## config.mk

```make
export PLATFORM = sky130hd
export DESIGN_NAME = regfile_wb_arbiter_flat
export DESIGN_NICKNAME = d
export VERILOG_FILES = /design/src/rtl/regfile_wb_arbiter_pkg.sv /design/src/rtl/regfile_wb_arbiter_if.sv /design/src/rtl/regfile_wb_arbiter_rr_arbiter.sv /design/src/rtl/regfile_wb_arbiter.sv /design/src/flat_wrapper.sv
export SDC_FILE = /design/constraint.sdc
export NUM_CORES = 1
export LEC_CHECK = 0
export ABC_AREA = 0
export BUFFER_PORTS_ARGS = -buffer_cell sky130_fd_sc_hd__buf_2
export CAP_MARGIN = 5
export CELL_PAD_IN_SITES_DETAIL_PLACEMENT = 1
export CELL_PAD_IN_SITES_GLOBAL_PLACEMENT = 1
export CORE_UTILIZATION = 35
export CTS_BUF_LIST = sky130_fd_sc_hd__clkbuf_4 sky130_fd_sc_hd__clkbuf_8 sky130_fd_sc_hd__clkbuf_16
export DETAILED_ROUTE_END_ITERATION = 10
export MAX_ROUTING_LAYER = met4
export PLACE_DENSITY = 0.85
export SETUP_SLACK_MARGIN = 0.1
export SLEW_MARGIN = 20
export SYNTH_ARGS = -nofsm -noshare
export SYNTH_HDL_FRONTEND = slang
export SYNTH_SLANG_ARGS = --single-unit
```

## constraint.sdc

```tcl
create_clock -name Clk -period 2.19 [get_ports Clk]
set_input_delay 0.219 -clock Clk [delete_from_list [all_inputs] [get_ports Clk]]
set_output_delay 0.219 -clock Clk [all_outputs]
set_load 0.1 [all_outputs]
```

## src/rtl/regfile_wb_arbiter_pkg.sv

```systemverilog
// Shared register-file constants and the one-hot write-enable decode.
package regfile_pkg;
  localparam int REG_AW = 5;
  localparam int REG_DW = 32;
  localparam int REG_N  = 32;
  localparam logic [REG_AW-1:0] REG_ZERO = '0;

  // r0 is hardwired to zero, so its enable bit is never produced.
  function automatic logic [REG_N-1:0] onehot_dec(input logic [REG_AW-1:0] a);
    onehot_dec = '0;
    if (a != REG_ZERO) onehot_dec[a] = 1'b1;
  endfunction
endpackage

```

## src/rtl/regfile_wb_arbiter_if.sv

```systemverilog
// Writeback bus between requesters and the register-file write port.
// Optional forwarding signals exist only when REGFILE_WB_FWD_EN is defined.
interface regfile_wb_arbiter_if #(
  parameter int NREQ = 2,
  parameter int AW   = 5,
  parameter int DW   = 32
);
  localparam int IW = (NREQ > 1) ? $clog2(NREQ) : 1;

  // Handshake: requester i transfers in any cycle where Req[i] && Gnt[i];
  // Req, Addr and Wdata for i stay stable until that cycle.
  logic               Stall;
  logic [NREQ-1:0]    Req;
  logic [NREQ*AW-1:0] Addr;
  logic [NREQ*DW-1:0] Wdata;
  logic [NREQ-1:0]    Gnt;
  logic [DW-1:0]      D;
  logic [2**AW-1:0]   En;
  logic               Busy;
  logic [IW-1:0]      rr;
`ifdef REGFILE_WB_FWD_EN
  logic [AW-1:0]      RaddrA;
  logic [AW-1:0]      RaddrB;
  logic               FwdHitA;
  logic               FwdHitB;
  logic [DW-1:0]      FwdData;

  modport master (output Stall, Req, Addr, Wdata, RaddrA, RaddrB,
                  input Gnt, D, En, Busy, rr, FwdHitA, FwdHitB, FwdData);
  modport slave  (input Stall, Req, Addr, Wdata, RaddrA, RaddrB,
                  output Gnt, D, En, Busy, rr, FwdHitA, FwdHitB, FwdData);
`else
  modport master (output Stall, Req, Addr, Wdata,
                  input Gnt, D, En, Busy, rr);
  modport slave  (input Stall, Req, Addr, Wdata,
                  output Gnt, D, En, Busy, rr);
`endif
endinterface

```

## src/rtl/regfile_wb_arbiter_rr_arbiter.sv

```systemverilog
// Generic NREQ-wide round-robin arbiter; the search starts at rr and wraps.
module rr_arbiter #(
  parameter int NREQ = 2,
  localparam int IW  = (NREQ > 1) ? $clog2(NREQ) : 1
) (
  input  logic            Clk,
  input  logic            Clr,
  input  logic            Stall,
  input  logic [NREQ-1:0] Req,
  output logic [NREQ-1:0] Gnt,
  output logic [IW-1:0]   gnt_idx,
  output logic            gnt_valid,
  output logic [IW-1:0]   rr
);
  int j;

  // Gnt is forced low while Clr is held so nothing is consumed during reset.
  always_comb begin
    Gnt       = '0;
    gnt_idx   = '0;
    gnt_valid = 1'b0;
    j         = 0;
    if (!Stall && !Clr) begin
      for (int k = 0; k < NREQ; k++) begin
        j = int'(rr) + k;
        if (j >= NREQ) j = j - NREQ;
        if (!gnt_valid && Req[j]) begin
          Gnt[j]    = 1'b1;
          gnt_idx   = IW'(j);
          gnt_valid = 1'b1;
        end
      end
    end
  end

  always_ff @(posedge Clk or posedge Clr) begin
    if (Clr) rr <= '0;
    else if (gnt_valid) rr <= (gnt_idx == IW'(NREQ - 1)) ? '0 : gnt_idx + 1'b1;
  end
endmodule

```

## src/rtl/regfile_wb_arbiter.sv

```systemverilog
// Round-robin writeback arbiter for the 32x32 register file write port.
// Build macro REGFILE_WB_FWD_EN adds read-address forwarding outputs.
module regfile_wb_arbiter
  import regfile_pkg::*;
#(
  parameter int NREQ = 2,
  parameter int AW   = REG_AW,
  parameter int DW   = REG_DW
) (
  input logic Clk,
  input logic Clr,
  regfile_wb_arbiter_if.slave bus
);
  localparam int IW = (NREQ > 1) ? $clog2(NREQ) : 1;
  localparam int NE = 2**AW;

  logic [NREQ-1:0] gnt;
  logic [IW-1:0]   gnt_idx;
  logic [IW-1:0]   rr;
  logic            gnt_valid;
  logic [AW-1:0]   addr_g;
  logic [DW-1:0]   wdata_g;
  logic [NE-1:0]   en_next;
  logic [DW-1:0]   d_q;
  logic [NE-1:0]   en_q;
  logic            busy_q;

  rr_arbiter #(.NREQ(NREQ)) u_arb (
    .Clk       (Clk),
    .Clr       (Clr),
    .Stall     (bus.Stall),
    .Req       (bus.Req),
    .Gnt       (gnt),
    .gnt_idx   (gnt_idx),
    .gnt_valid (gnt_valid),
    .rr        (rr)
  );

  assign addr_g  = bus.Addr[gnt_idx*AW +: AW];
  assign wdata_g = bus.Wdata[gnt_idx*DW +: DW];
  assign en_next = NE'(onehot_dec(REG_AW'(addr_g)));

  // D holds across idle cycles; only En is cleared when nothing is granted.
  always_ff @(posedge Clk or posedge Clr) begin
    if (Clr) begin
      d_q    <= '0;
      en_q   <= '0;
      busy_q <= 1'b0;
    end else begin
      busy_q <= |(bus.Req & ~gnt);
      if (gnt_valid) begin
        d_q  <= wdata_g;
        en_q <= en_next;
      end else begin
        en_q <= '0;
      end
    end
  end

  assign bus.Gnt  = gnt;
  assign bus.D    = d_q;
  assign bus.En   = en_q;
  assign bus.Busy = busy_q;
  assign bus.rr   = rr;

`ifdef REGFILE_WB_FWD_EN
  // En is one-hot, so testing the addressed bit identifies the pending write.
  assign bus.FwdHitA = (en_q != '0) && en_q[bus.RaddrA];
  assign bus.FwdHitB = (en_q != '0) && en_q[bus.RaddrB];
  assign bus.FwdData = d_q;
`endif
endmodule

```

## src/flat_wrapper.sv

```systemverilog
// flat-port wrapper written by rule: the top's interface ports become plain ports
module regfile_wb_arbiter_flat import regfile_pkg::*;
#(
  parameter int NREQ = 2,
  parameter int AW   = REG_AW,
  parameter int DW   = REG_DW
)
  (Clk, Clr, bus_Stall, bus_Req, bus_Addr, bus_Wdata, bus_Gnt, bus_D, bus_En, bus_Busy, bus_rr);
  regfile_wb_arbiter_if #(.NREQ(NREQ), .AW(AW), .DW(DW)) bus_i ();
  input logic Clk;
  input logic Clr;
  input wire logic [$bits(bus_i.Stall)-1:0] bus_Stall;
  input wire logic [$bits(bus_i.Req)-1:0] bus_Req;
  input wire logic [$bits(bus_i.Addr)-1:0] bus_Addr;
  input wire logic [$bits(bus_i.Wdata)-1:0] bus_Wdata;
  output wire logic [$bits(bus_i.Gnt)-1:0] bus_Gnt;
  output wire logic [$bits(bus_i.D)-1:0] bus_D;
  output wire logic [$bits(bus_i.En)-1:0] bus_En;
  output wire logic [$bits(bus_i.Busy)-1:0] bus_Busy;
  output wire logic [$bits(bus_i.rr)-1:0] bus_rr;
  assign bus_i.Stall = bus_Stall;
  assign bus_i.Req = bus_Req;
  assign bus_i.Addr = bus_Addr;
  assign bus_i.Wdata = bus_Wdata;
  assign bus_Gnt = bus_i.Gnt;
  assign bus_D = bus_i.D;
  assign bus_En = bus_i.En;
  assign bus_Busy = bus_i.Busy;
  assign bus_rr = bus_i.rr;
  regfile_wb_arbiter #(.NREQ(NREQ), .AW(AW), .DW(DW)) u_core (.Clk(Clk), .Clr(Clr), .bus(bus_i));
endmodule
```

==> results.toml, run 1 <==
[global_route]
antenna_found_initial = 0
track_usage = 0.246
grt_pass1_wl_mm = 19.0
grt_pass1_vias = 3691
grt_max_degree = 42
grt.overflow.total = 0

[routing]
vias_per_cell = 5.68
wirelength_mm = 12.5
via_count = 3603
ant_nets = 0
dr.first_iter.drc_count = 152
drc = 0
dr.pass1.iters = 4
wl_per_cell_um = 19.6

[cells_and_area]
drive_gt1_frac = 0.373
multi_input_area_sq_um = 1520
layout_common_cells = "buf_2 (145), dfrtp_1 (66), o21ai_0 (33)"
area_delta_synth_final_pct = 28.9
ff_latch_area_sq_um = 1650
diodes = 0
mostFrequentLayoutCell = "buf_2"
fill_cells = 1188
nNetsFinal = 575

[clocking]
cts_max_level = 3
cts_root_buf = "clkbuf_8"
cts_buffer_depth = 2
clk-insertion-delay-late_ns = 0.35
clk_pin_slew_ns = 0.08
numCtsBuffers = 9
cts_tree = "done"
cts_setup_buffers = 0
cts.sinks = 66

[timing]
fmax_mhz = 551
period_minus_slack_ns = 1.82
worst_pin_slew_ns = 1.03
period_share = 0.829
grt_setup_unrepaired = "no"
setup_viol = 0
skew_ns = 0.00890
fin_ws_ns = 0.374
tns_ns = 0
relSlewSlack = 0.314
drv_slew = 0
hold_viol = 0

[min_path]
hold_path_class = "primary input to register"
hp-start = "bus_Wdata[54]"

[logic_synthesis]
synth_cells = 371
ys_warn_count = 0
syn-mean-instance-area_sq_um = 9.47
synth-edff-count = 0
syn_area_sq_um = 3510
synthArstFlopShare = 1.00
yosysSeqAreaShare = 0.470
synth.distinct_cells = 30
ys_seq_elements = 66
synthFlopType = "dfrtp_1"
syn-num-nets = 450

[power_and_ir_drop]
ir_drop_uv = 401
p_per_area_nw_per_um2 = 932
power_uw = 4220
power_leakage_uw = 0.00211

[critical_path]
critPathTopFamily = "simple AND/OR/NAND/NOR gates"
crit_arrival_ns = 1.60
worstPathMaxFanout = 27
path_cells = "buf_2 -> or3b_1 -> nor2_8 -> buf_12"
cp_slowest_cell = "or3b_1"
end_kind = "output port"
worst_ep_required_time_ns = 1.97
crit_start = "bus_Req[1]"
slowest_delay_ns = 0.49
path_class = "primary input to output port"
r2r-start = "u_core.u_arb.rr$_DFFE_PP0P_"
worstSetupStartpointType = "primary input"
cp.buffers_inverters = 2

[floorplan]
rows = 36
initial_utilization = 0.361
fp.coreArea_sq_um = 9730
die-area_sq_um = 10400
ioPinCount = 147
die_h_um = 102
fp.dieW_um = 102

[place]
place_hpwl_mm = 8.66
portBuffers = 146
dp_slack_ns = 0.307
gp_congestion = 0.865

[run]
maxCapViolations = 0

[outcome]
status = "complete, no violations"
[sequential cells by signal, indices dropped and copies added (netlist names)]
register         flops
u_core.bus.Busy      1
u_core.bus.D        32
u_core.bus.En       32
u_core.u_arb.rr      1
[per-layer routing]
layer  vias to the layer above  track usage  share of wire
met5                         -            -              0
met4                         0       0.0813          0.011
met3                        12       0.0711          0.085
met2                       170        0.407           0.49
met1                      1782        0.285           0.41
li1                       1639            -              -
[cell usage after synthesis (all sizes together) (2+ instances only)]
cell    count  area share
a21oi      32       0.046
and2        2      0.0036
and3        2      0.0036
and3b       6       0.015
buf        24       0.040
clkbuf     20       0.030
dfrtp      66        0.47
inv        33       0.035
nand2       2      0.0021
nand3      32       0.046
nand4      31       0.055
nor2        5       0.010
nor2b       5      0.0089
nor3        2      0.0029
nor3b       7       0.015
o211ai     31       0.066
o21ai      34       0.048
o311ai     32       0.093
[final timing paths]
check                                          endpoint  cells after the start  slack (ns)
max                                          bus_Gnt[1]                      4        0.37
min                        u_core.bus.D[22]$_DFFE_PP0P_                      3        0.12
max reg2reg                  u_core.bus.En[5]$_DFF_PP0_                      4        0.58
min reg2reg                 u_core.bus.D[0]$_DFFE_PP0P_                      2        0.53
max in group asynchronous   u_core.bus.En[10]$_DFF_PP0_                      4        1.03
min in group asynchronous  u_core.bus.D[22]$_DFFE_PP0P_                      3        0.44
[kinds of logic (layout without fill, tap and decap cells)]
family,Yosys count,count (layout),share of synthesized area
flip-flops,66,66,0.470
buffers and inverters,77,207,0.105
other,1,1,0.00107
adder cells (fa/ha/maj),1,1,0.00285
AO/OA/AOI/OAI,129,129,0.253
AND/OR/NAND/NOR,97,97,0.168
[worst register-to-register path, stage by stage (launching register included)]
cell	delay [ns]
dfrtp_1	0.44
nor2b_2	0.32
buf_4	0.40
o211ai_1	0.16
a21oi_1	0.20
[where the power goes]
part           internal [uW]  total, uW  switching, uW  leakage (uW)
combinational            272       1620           1340       0.00115
sequential              1340       1410           71.7      0.000853
clock                    675       1190            517      0.000112
total                   2290       4220           1930       0.00211
[timing repair]
action,4_1_cts,5_1_grt
gates resized for setup,0,0
hold endpoints to repair,11,0
hold buffers,1,0
[layout make-up]
class                   count  area share
multi-input cells         228       0.336
inverters                  33      0.0274
flip-flops and latches     66       0.365
clock buffers              10      0.0304
repair buffers            158       0.185
well taps                 133      0.0368
clock inverters             6      0.0199
[through the flow]
step | area (sq um) | hold slack (ns) | instances | util
final | 4530 | 0.120 | 634 | 0.465
after global routing | 4530 | 0.119 | 634 | 0.465
after CTS | 4530 | 0.103 | 634 | 0.465
after detailed placement | 4290 | 0.227 | 617 | 0.441
after global placement | 4290 | 0.211 | 617 | 0.441
after floorplan | 3520 | 0.377 | 371 | -
(Power assumes the default switching activity.)
==> inputs of run 2 (changes only) <==
- clock period: 2.19 -> 1.85 ns (I/O delays scaled with it)
==> run 2 against run 1 <==
Wire length decreased by 5.4%. Hold slack got worse by 0.034 ns. Largest cell class unchanged. Critical endpoint unchanged. Flip-flop and latch count unchanged. Critical path type is now register to output port. Largest power group unchanged.
==> results.toml, run 2 (same netlist as run 1, synthesis figures left out) <==
[clocking]
cts_hold_buf = 1
cts_tree = "done"
cts_max_level = 3
clk_pin_slew_ns = 0.07
cts_root_buf = "clkbuf_8"
ctsResizeCount = 0
numCtsBuffers = 9
clk-insertion-delay-late_ns = 0.34
cts_buffer_depth = 2
cts.sinks = 66
cts_setup_buffers = 0

[cells_and_area]
diodes = 0
mostFrequentLayoutCell = "buf_2"
nNetsFinal = 584
drive_gt1_frac = 0.384
layout_common_cells = "buf_2 (145), dfrtp_1 (65), o21ai_0 (33)"
final_area_sq_um = 4590
area_delta_synth_final_pct = 30.8
final_core_util = 0.472

[critical_path]
slowest_delay_ns = 0.45
worst_ep_required_time_ns = 1.66
worstPathMaxFanout = 16
path_class = "register to output port"
cp_slowest_cell = "dfrtp_2"
path_cells = "nor2b_2 -> nor2_8 -> buf_12"
worstSetupStartpointType = "register"
crit_arrival_ns = 1.38
end_kind = "output port"

[timing]
drv_slew = 0
worst_pin_slew_ns = 0.610
setup_viol = 0
period_share = 0.845
hold_viol = 0
fmax_mhz = 640
tns_ns = 0
grt_setup_unrepaired = "no"
relSlewSlack = 0.592
fin_ws_ns = 0.286
skew_ns = 0.00528
period_minus_slack_ns = 1.56

[place]
place_hpwl_mm = 8.37
portBuffers = 146
place_area_sq_um = 4380
gp_congestion = 0.828
dp_slack_ns = 0.199

[power_and_ir_drop]
p_per_area_nw_per_um2 = 1050
netSwitchingPower_uw = 2210
p_seq_frac = 0.347
ir_drop_uv = 429
clock_power_share = 0.254
power_leakage_uw = 0.00215
combPwrFrac = 0.400
internal_power_uw = 2610
swShare = 0.458

[global_route]
grt_pass1_vias = 3681
antenna_found_initial = 0
track_usage = 0.240
grt.overflow.total = 0
grt_pass1_wl_mm = 18.5
grt_max_degree = 64

[routing]
via_count = 3628
drc = 0
wirelength_mm = 11.8
dr.pass1.iters = 4
dr.first_iter.drc_count = 123
vias_per_cell = 5.64
ant_nets = 0
wl_per_cell_um = 18.3

[run]
maxCapViolations = 0

[floorplan]
initial_utilization = 0.361
die_h_um = 102
fp.coreArea_sq_um = 9730
die-area_sq_um = 10400
fp.dieW_um = 102
ioPinCount = 147
rows = 36

[outcome]
status = "complete, no violations"

[min_path]
hold_path_class = "primary input to register"
[run 2: worst max-delay path, delay by kind of cell, from the launching register on]
family | cells | cell delay (ns)
DFF | 1 | 0.45
and+or+nand+nor | 2 | 0.39
buffers and inverters | 1 | 0.19
[run 2: cell type report]
class / count / area (sq um)
multi-input cells: 228 / 1520
flip-flops and latches: 66 / 1650
inverters: 33 / 128
clock inverters: 1 / 5.00
clock buffers: 15 / 200
repair buffers: 167 / 918
fillers: 1190 / 5130
well taps: 133 / 166
[run 2: routing by layer]
layer / vias up / track usage / wire length, um
met4: 0 / 0.0868 / 130
li1: 1651 / - / -
met1: 1805 / 0.284 / 4860
met3: 15 / 0.0410 / 823
met5: - / - / 0
met2: 157 / 0.410 / 5960
[run 2: stage by stage]
| stage | std cells | hold slack (ns) | power, uW |
|---|---|---|---|
| floorplan | 371 | 0.329 | 3200 |
| global placement | 626 | 0.326 | 3580 |
| detailed placement | 626 | 0.340 | 3620 |
| CTS | 643 | 0.0743 | 4860 |
| global route | 643 | 0.0925 | 5020 |
| finish | 643 | 0.0859 | 4820 |
[run 2: path summary, 6_finish.rpt]
path | cells past startpoint | start | end | slack, ns
worst max-delay path | 3 | u_core.u_arb.rr$_DFFE_PP0P_ | bus_Gnt[1] | 0.29
worst min-delay path | 3 | bus_Wdata[36] | u_core.bus.D[4]$_DFFE_PP0P_ | 0.09
worst max register to register | 4 | u_core.u_arb.rr$_DFFE_PP0P_ | u_core.bus.En[25]$_DFF_PP0_ | 0.30
worst min register to register | 2 | u_core.bus.D[4]$_DFFE_PP0P_ | u_core.bus.D[4]$_DFFE_PP0P_ | 0.53
max in group asynchronous | 4 | Clr | u_core.u_arb.rr$_DFFE_PP0P_ | 0.85
min in group asynchronous | 4 | Clr | u_core.bus.D[26]$_DFFE_PP0P_ | 0.57
[run 2: power groups by stage]
stage | clock, uW | sequential, uW | combinational [uW]
detailed placement | 0 | 1700 | 1930
global placement | 0 | 1690 | 1880
global route | 1320 | 1690 | 2010
floorplan | 0 | 2760 | 435
CTS | 1260 | 1670 | 1930
finish | 1220 | 1670 | 1930
==> inputs of run 3 (changes only) <==
- clock period: 1.85 -> 1.5 ns (I/O delays scaled with it)
==> run 3 against run 2 <==
The flow now finishes with violations (setup timing). Sequential power is 23% higher. Largest power group unchanged. Clock-buffer cell count down 2. Wire length increased by 12%. Clock power increased by 30%. Core utilization increased by 6.1 points. Global-route usage up 0.95 points. Hold slack worse by 0.042 ns. Combinational power increased by 44%. Largest cell class is now multi-input gates.
==> results.toml, run 3 (same netlist as run 1, synthesis figures left out) <==
[global_route]
grt_pass1_vias = 3729
grt_max_degree = 64
antenna_found_initial = 0
track_usage = 0.250
grt.overflow.total = 0
grt_pass1_wl_mm = 19.1

[clocking]
cts_max_level = 3
cts_buffer_depth = 2
cts_root_buf = "clkbuf_8"
cts_tree = "done"
cts.sinks = 66
clk-insertion-delay-late_ns = 0.35
numCtsBuffers = 9
clk_pin_slew_ns = 0.08

[timing]
fmax_mhz = 661
relSlewSlack = 0.608
hold_viol = 0
worst_pin_slew_ns = 0.587
fin_ws_ns = -0.0133
period_minus_slack_ns = 1.51
skew_ns = 0.0117
setup_viol = 1
grt_setup_unrepaired = "yes"
period_share = 1.01
drv_slew = 0

[floorplan]
fp.dieW_um = 102
rows = 36
die_h_um = 102
initial_utilization = 0.361
ioPinCount = 147
fp.coreArea_sq_um = 9730
die-area_sq_um = 10400

[outcome]
status = "complete, but fails checks"
violations = "setup timing"

[routing]
ant_nets = 0
drc = 0
dr.pass1.iters = 4
wirelength_mm = 13.2
vias_per_cell = 5.59
dr.first_iter.drc_count = 272
via_count = 3679
wl_per_cell_um = 20.0

[power_and_ir_drop]
power_leakage_uw = 0.00237
p_per_area_nw_per_um2 = 1240
ir_drop_uv = 595

[critical_path]
slowest_delay_ns = 0.49
worstSetupStartpointType = "register"
timing.rr.end = "u_core.bus.D[6]$_DFFE_PP0P_"
cp_slowest_cell = "dfrtp_4"
crit_arrival_ns = 1.36
path_class = "register to output port"
path_cells = "nor2b_4 -> nor2_8 -> buf_12 -> buf_12"
rrSetupSlack_ns = 0.05
worst_ep_required_time_ns = 1.35
end_kind = "output port"
worstPathMaxFanout = 3
critical_path.most_common_cell = "buf_12"
r2r_cells = 5
r2r-start = "u_core.u_arb.rr$_DFFE_PP0P_"

[place]
gp_congestion = 0.803
dp_slack_ns = 0.0171
place_hpwl_mm = 8.16
dp_cells = 631
portBuffers = 146

[cells_and_area]
mostFrequentLayoutCell = "buf_2"
nNetsFinal = 600
area_delta_synth_final_pct = 47.7
drive_gt1_frac = 0.463
final_cells = 658
diodes = 0
layout_common_cells = "buf_2 (143), dfrtp_1 (65), o21ai_0 (33)"

[min_path]
hp-start = "bus_Wdata[51]"
hold_path_class = "primary input to register"
min_to = "u_core.bus.D[19]$_DFFE_PP0P_"
min_path_cells = 3

[run]
maxCapViolations = 0
==> run 3: cell types whose count changed in the layout (fill, tap and decap cells not counted), moves of 10 or more <==
cell | previous run | this run
a21oi_1 | 31 | 16
buf_12 | 2 | 13
o311ai_1 | 23 | 12
a21oi_2 | 0 | 15
o311ai_2 | 6 | 16
==> run 3: metal layers <==
metal	track usage	up-vias	wire length, um
met5	-	-	0
met4	0.0956	0	423
met3	0.0492	35	685
met2	0.412	134	6670
met1	0.301	1824	5380
li1	-	1686	-
==> run 3: layout make-up <==
cell class	count	area [sq um]
multi-input combinational	229	1760
timing repair buffer	182	1270
tap	133	166
fill	1152	4540
sequential	66	1660
inverter	33	128
clock inverter	2	35.0
clock buffer	13	173
==> run 3: power breakdown <==
| part | switching, uW | internal [uW] | total, uW |
|---|---|---|---|
| sequential | 94.0 | 1960 | 2060 |
| combinational | 2110 | 671 | 2780 |
| clock | 671 | 911 | 1580 |
==> run 3: worst max-delay path, delay by kind of cell, from the launching register on <==
kind          cells  cell delay [ns]
buf+inv           2             0.29
simple gates      2             0.23
flops             1             0.49
==> run 3: stage by stage <==
stage	setup TNS (ns)	hold WS (ns)	utilization	power, uW	cell area, sq um
floorplan	0	0.294	-	3980	3570
global placement	0	0.357	0.465	4470	4520
detailed placement	0	0.367	0.465	4530	4520
CTS	-0.0229	0.0413	0.502	6210	4890
global route	-0.109	0.0557	0.533	6660	5190
finish	-0.0133	0.0434	0.533	6420	5190
==> run 3: worst max path at each step <==
| stage | end | start |
|---|---|---|
| after detailed placement | u_core.bus.En[17]$_DFF_PP0_ | Clr |
| final | bus_Gnt[1] | u_core.u_arb.rr$_DFFE_PP0P_ |
| after global routing | bus_Gnt[1] | u_core.u_arb.rr$_DFFE_PP0P_ |
| after CTS | bus_Gnt[1] | u_core.u_arb.rr$_DFFE_PP0P_ |
| after floorplan | u_core.bus.D[5]$_DFFE_PP0P_ | u_core.u_arb.rr$_DFFE_PP0P_ |
| after global placement | u_core.bus.En[30]$_DFF_PP0_ | Clr |
==> run 3: what timing repair did <==
item | 4_1_cts | 5_1_grt
pin swaps | 0 | 13
gates cloned | 0 | 8
setup buffers | 3 | 0
resized for setup | 22 | 33
endpoints found under the setup margin | 55 | 48
hold buffers | 1 | 0
hold endpoints to repair | 13 | 0
